`config.mk`:
```
export PLATFORM = sky130hd
export DESIGN_NAME = load_store_unit
export DESIGN_NICKNAME = d
export VERILOG_FILES = /design/src/rtl/load_store_unit.sv
export SDC_FILE = /design/constraint.sdc
export NUM_CORES = 1
export LEC_CHECK = 0
export ABC_AREA = 0
export CORE_ASPECT_RATIO = 1.2
export CORE_UTILIZATION = 29
export DETAILED_ROUTE_END_ITERATION = 10
export GPL_ROUTABILITY_DRIVEN = 0
export GPL_TIMING_DRIVEN = 0
export PLACE_DENSITY_LB_ADDON = 0.05
export SLEW_MARGIN = 5
export SYNTH_ARGS = -nofsm -noshare
export SYNTH_HDL_FRONTEND = slang
export SYNTH_SLANG_ARGS = --single-unit
```
`constraint.sdc`:
```
create_clock -name clk -period 2.6 [get_ports clk]
set_clock_uncertainty 0.05 [all_clocks]
set_input_delay 0.65 -clock clk [delete_from_list [all_inputs] [get_ports clk]]
set_output_delay 0.65 -clock clk [all_outputs]
set_load 0.03 [all_outputs]
```
`src/rtl/load_store_unit.sv`:
```
// rtl/load_store_unit.sv - RV32 load/store initiator converting byte requests into aligned word accesses
//
// Purpose:
//   Sits between the multicycle core's MEM stage and a byte-addressable,
//   word-organised memory. Each request becomes at most one word read and
//   at most one word write. Sub-word stores are done as read-modify-write.
//   Loads are lane-extracted and sign- or zero-extended.
//
// Ports:
//   clk, resetn         clock, synchronous active-low reset
//   req_valid/ready     core request handshake (ready only in IDLE)
//   req_we              1 = store, 0 = load
//   req_funct3          RV32 funct3 (size in [1:0], unsigned-load flag in [2])
//   req_addr            byte address
//   req_wdata           store data (low bytes used for SB/SH)
//   resp_valid          one-cycle completion pulse
//   resp_rdata          extended load data (0 for stores and faults)
//   resp_fault          misaligned, out of range or illegal funct3
//   memRead/memWrite    state-decoded memory strobes, never both high
//   address             word-aligned address {addr[31:2],2'b00}
//   writeData           store word, little-endian
//   memData             read word, valid the cycle after memRead

module load_store_unit #(
  parameter int MEM_BYTES = 1024
) (
  input  logic        clk,
  input  logic        resetn,
  input  logic        req_valid,
  output logic        req_ready,
  input  logic        req_we,
  input  logic [2:0]  req_funct3,
  input  logic [31:0] req_addr,
  input  logic [31:0] req_wdata,
  output logic        resp_valid,
  output logic [31:0] resp_rdata,
  output logic        resp_fault,
  output logic        memRead,
  output logic        memWrite,
  output logic [31:0] address,
  output logic [31:0] writeData,
  input  logic [31:0] memData
);

  typedef enum logic [2:0] {
    S_IDLE    = 3'd0,
    S_RD      = 3'd1,
    S_RD_WAIT = 3'd2,
    S_WR      = 3'd3,
    S_RESP    = 3'd4
  } state_t;

  state_t state, state_nx;

  // Request fields latched at acceptance
  logic        l_we;
  logic [2:0]  l_f3;
  logic [1:0]  l_lane;
  logic [31:0] l_wdata;

  // ---------------------------------------------------------------------
  // Request decode (only meaningful in IDLE with req_valid)
  // ---------------------------------------------------------------------
  logic [31:0] req_base;
  logic [32:0] req_top;
  logic        req_illegal;
  logic        req_misaligned;
  logic        req_out_of_range;
  logic        req_fault;
  logic        req_is_sw;

  assign req_base = {req_addr[31:2], 2'b00};
  // 33-bit sum so a base near 2^32 cannot wrap back into range
  assign req_top  = {1'b0, req_base} + 33'd3;

  always_comb begin
    req_illegal = 1'b0;
    if (req_we) begin
      req_illegal = (req_funct3 != 3'b000) && (req_funct3 != 3'b001) &&
                    (req_funct3 != 3'b010);
    end else begin
      req_illegal = (req_funct3 == 3'b011) || (req_funct3 == 3'b110) ||
                    (req_funct3 == 3'b111);
    end
  end

  assign req_misaligned   = ((req_funct3[1:0] == 2'b01) && req_addr[0]) ||
                            ((req_funct3[1:0] == 2'b10) && (req_addr[1:0] != 2'b00));
  assign req_out_of_range = (req_top >= 33'(MEM_BYTES));
  assign req_fault        = req_illegal || req_misaligned || req_out_of_range;
  assign req_is_sw        = req_we && (req_funct3 == 3'b010);

  // ---------------------------------------------------------------------
  // Load lane extraction and store merge, both on the captured memData
  // ---------------------------------------------------------------------
  logic [31:0] byte_shifted;
  logic [15:0] half_sel;
  logic [31:0] load_ext;
  logic [31:0] lane_mask;
  logic [31:0] lane_data;
  logic [31:0] merged;

  assign byte_shifted = memData >> {l_lane, 3'b000};
  assign half_sel     = l_lane[1] ? memData[31:16] : memData[15:0];

  always_comb begin
    load_ext = memData;
    case (l_f3)
      3'b000:  load_ext = {{24{byte_shifted[7]}}, byte_shifted[7:0]};
      3'b100:  load_ext = {24'h000000, byte_shifted[7:0]};
      3'b001:  load_ext = {{16{half_sel[15]}}, half_sel};
      3'b101:  load_ext = {16'h0000, half_sel};
      default: load_ext = memData;
    endcase
  end

  // SB replaces one byte, SH one half (half lane picked by addr[1]; the
  // alignment check already guarantees l_lane[0]=0 for SH).
  always_comb begin
    lane_mask = 32'h0000_0000;
    lane_data = 32'h0000_0000;
    if (l_f3[1:0] == 2'b00) begin
      lane_mask = 32'h0000_00FF << {l_lane, 3'b000};
      lane_data = {24'h000000, l_wdata[7:0]} << {l_lane, 3'b000};
    end else begin
      lane_mask = l_lane[1] ? 32'hFFFF_0000 : 32'h0000_FFFF;
      lane_data = l_lane[1] ? {l_wdata[15:0], 16'h0000} : {16'h0000, l_wdata[15:0]};
    end
  end

  assign merged = (memData & ~lane_mask) | (lane_data & lane_mask);

  // ---------------------------------------------------------------------
  // FSM
  // ---------------------------------------------------------------------
  always_ff @(posedge clk) begin
    if (!resetn) begin
      state <= S_IDLE;
    end else begin
      state <= state_nx;
    end
  end

  always_comb begin
    state_nx = state;
    case (state)
      S_IDLE: begin
        if (req_valid) begin
          if (req_fault) begin
            state_nx = S_RESP;
          end else if (req_is_sw) begin
            state_nx = S_WR;
          end else begin
            state_nx = S_RD;
          end
        end
      end
      S_RD:      state_nx = S_RD_WAIT;
      S_RD_WAIT: state_nx = l_we ? S_WR : S_RESP;
      S_WR:      state_nx = S_RESP;
      S_RESP:    state_nx = S_IDLE;
      default:   state_nx = S_IDLE;
    endcase
  end

  // ---------------------------------------------------------------------
  // Datapath registers
  // ---------------------------------------------------------------------
  always_ff @(posedge clk) begin
    if (!resetn) begin
      l_we       <= 1'b0;
      l_f3       <= 3'b000;
      l_lane     <= 2'b00;
      l_wdata    <= 32'h0;
      address    <= 32'h0;
      writeData  <= 32'h0;
      resp_rdata <= 32'h0;
      resp_fault <= 1'b0;
    end else begin
      if (state == S_IDLE && req_valid) begin
        l_we       <= req_we;
        l_f3       <= req_funct3;
        l_lane     <= req_addr[1:0];
        l_wdata    <= req_wdata;
        address    <= req_base;
        // SW goes straight to WR; sub-word stores get the merged word later
        writeData  <= (req_is_sw && !req_fault) ? req_wdata : 32'h0;
        resp_rdata <= 32'h0;
        resp_fault <= req_fault;
      end else if (state == S_RD_WAIT) begin
        if (l_we) begin
          writeData <= merged;
        end else begin
          resp_rdata <= load_ext;
        end
      end
    end
  end

  // Strobes are qualified with resetn so an asserted reset never lets a
  // half-finished read-modify-write reach memory.
  assign req_ready  = (state == S_IDLE);
  assign memRead    = (state == S_RD)   && resetn;
  assign memWrite   = (state == S_WR)   && resetn;
  assign resp_valid = (state == S_RESP) && resetn;

endmodule
```
==> results by group <==
Timing
  • Final setup margin: between 0.1 and 0.15 ns
  • Unrepaired setup endpoints after global routing: no
  • Final Hold Vio Count: 0
  • Tmin final: 2.50 ns
  • Final period util: 0.960
  • Worst Max-Slew Pin Slew: approximately 0.8 ns
  • Max Freq: ~400 MHz
  • Endpoints failing setup: 0
  • Sum Neg Setup Slack: 0 ns
  • Rel. slew slack: 0.472
  • Count of pins over their slew limit: 0

Clocking
  • CTS sink count: 120
  • CTS root buf: clkbuf_16
  • H-tree Lvls: 4
  • CTS tree: built
  • CTS Hold Bufs: 0
  • Cts bufs inserted: 17
  • Deepest clock path buffer count: 2
  • Clock-pin slew on the worst setup and hold paths: 0.05 ns
  • Skew-Pair Late Insertion Delay: roughly 0.42 ns

Power
  • Worst VDD drop: 431 uV
  • Sequential power share: 0.382
  • Net Sw Frac: 0.270
  • Cell area power density: 598 mW/mm^2
  • Leakage: roughly 3.1 nW
  • Sw power: between 1 and 1.5 mW
  • Combinational Power Share: 0.161
  • Clock group share of total power: 0.457
  • Internal power: between 3 and 4 mW

Yosys
  • EDFF count, synth: 0
  • #FFs+latches synth: 120
  • Mux cell area share after synthesis: 0.0199
  • Avg Cell Area, Syn: between 7 and 8 sq um
  • Post-Synth Adder-Cell Area: 0
  • Ys flop type: dfxtp_1
  • Largest family of logic cells by synthesized area: compound AO/OA/AOI/OAI gates
  • Asr flop ratio synth: 0
  • Area of the mapped netlist: 0.00559 sq mm
  • Yosys warnings: 0
  • Part of the Yosys area used for sequential elements: 0.430
  • Synth unique cells: 52
  • Simple-Gate Fraction of Synth Area: 0.219
  • Synth Area in XOR/XNOR: 0
  • Compound-gate portion of the synthesized area: 0.276
  • Syn Inst Count: 719

Die
  • Total core area: about 0.019 sq mm
  • Initial Util: 0.296
  • Rows: 55
  • Die Span X: 129 um
  • DIE HEIGHT: ~150 um
  • # IOs: a little over 200
  • Die area: just under 0.02 sq mm

Min path
  • Hold Crit Class: reg2reg
  • WHS Path Cells: 2

Worst setup path
  • Crit start category: input pin
  • R2R Setup Slk: between 0.3 and 0.4 ns
  • CP Data Required Time: 2.91 ns
  • CP arrival: approximately 2.8 ns
  • Reg2reg path depth: 6
  • Crit path max fanout: 10
  • Worst setup EP type: flop
  • Setup CP Type: in2reg

Detailed routing
  • DRT Pass-1 Iters: 5
  • Initial DRC Count: between 400 and 500
  • DRC: 0
  • Routed len/inst: 18.1 um
  • Routed Antenna Nets: 0
  • Routed WL: 21.9 mm
  • Via density per instance: about 5
  • Via count: 6166

GRT
  • GR Overflow Total: 0
  • Number of global-route vias before repair: ~6200
  • Initial antenna violation count: 0
  • Largest net degree at the start of global routing: 17
  • First-pass GRT wire length: around 34 mm
  • Global Route Usage Sum: 0.225

Cells and area
  • Most frequent cells in the layout: clkdlybuf4s50_1, nand2_1, dfxtp_1, a21oi_1, o21ai_0
  • Nets: 1045
  • Commonest non-fill, non-tap cell in the layout: clkdlybuf4s50_1
  • Area grow syn2layout: 53.5%
  • # diodes: 0
  • Ratio of cells with drive above 1 in the final layout: 0.0776

Outcome
  • Result of the run: complete, no violations

Place
  • Pre-CTS setup slack: -1.09 ns
  • Port bufs: roughly 200
  • HPWL after DPL: between 15 and 20 mm

Run
  • Max Cap Violations: 0
[logic make-up after synthesis]
family          Yosys count
buf+inv                  67
mux                       9
simple gates            259
compound gates          263
other cells               1
flops                   120
[path summary, 6_finish.rpt]
kind | from | endpoint
worst max-delay path | req_funct3[0] | writeData[25]
worst min-delay path | address[14] | address[14]
worst max register to register | state[2] | resp_rdata[28]
worst min register to register | address[14] | address[14]
[worst max-delay path, cell delays in order]
cell and delay [ns]:
clkdlybuf4s50_1 0.49, nor4bb_1 0.65, nand2_4 0.13, nor4_4 0.52
buf_6 0.21, a221o_1 0.14
[through the flow]
step | utilization | power [mW] | cell area (sq um) | cells | hold slack [ns]
2_1_floorplan | - | 2.39 | 5600 | 720 | 0.393
3_3_place_gp | 0.421 | 2.80 | 7930 | 1177 | 0.392
3_5_place_dp | 0.421 | 2.81 | 7930 | 1177 | 0.398
4_1_cts | 0.454 | 5.17 | 8560 | 1209 | 0.404
5_1_grt | 0.455 | 5.34 | 8580 | 1210 | 0.428
6_report | 0.455 | 5.13 | 8580 | 1210 | 0.404
[repair_timing]
action | CTS | global route
pin swaps | 1 | 2
endpoints found under the setup margin | 23 | 19
setup buffers | 1 | 1
resized for setup | 25 | 5
[cell type report]
| type | instances | area (sq um) |
|---|---|---|
| multi-input combinational | 533 | 2920 |
| inverter | 4 | 15.0 |
| timing repair buffer | 203 | 2030 |
| fill | 1950 | 10300 |
| clock buffer | 20 | 467 |
| sequential | 120 | 2400 |
| buffer | 63 | 309 |
| clock inverter | 11 | 123 |
| tap | 256 | 320 |
[flip-flops by register name (all words and copies together) (netlist names)]
name,flops
resp_fault,1
state,3
resp_rdata,32
l_we,1
writeData,32
l_wdata,16
address,30
l_lane,2
l_f3,3
[layer usage]
layer	vias to the layer above	global-route usage	wire length, um
met5	-	0	0
met3	29	0.0598	1540
met2	226	0.386	10800
li1	2996	-	-
met1	2915	0.270	9180
met4	0	0.0745	414
[Yosys cell counts (all sizes together), types with 2 or more instances]
cell type / n / area [sq um]
a221o: 16 / 160
o211ai: 6 / 45.0
nand2b: 4 / 25.0
a21o: 9 / 67.6
nor4: 8 / 71.3
a22oi: 2 / 15.0
o21a: 6 / 45.0
nand2: 167 / 634
a31oi: 20 / 125
clkbuf: 44 / 166
o211a: 7 / 70.1
mux2: 7 / 78.8
o21ai: 70 / 350
nand3b: 15 / 113
a21oi: 118 / 591
nor3b: 7 / 52.6
nor4b: 2 / 32.5
nand3: 24 / 120
nor2b: 7 / 43.8
buf: 19 / 123
dfxtp: 120 / 2400
inv: 4 / 15.0
a211oi: 2 / 15.0
nor3: 4 / 31.3
nor2: 15 / 58.8
[power by group through the flow]
stage               clock (mW)  combinational [mW]  sequential, mW
detailed placement           0               0.815            2.00
floorplan                    0               0.319            2.07
finish                    2.35               0.824            1.96
CTS                       2.39               0.825            1.96
global route              2.48               0.891            1.97
global placement             0               0.811            1.99
Power figures use the tool's default switching activity.
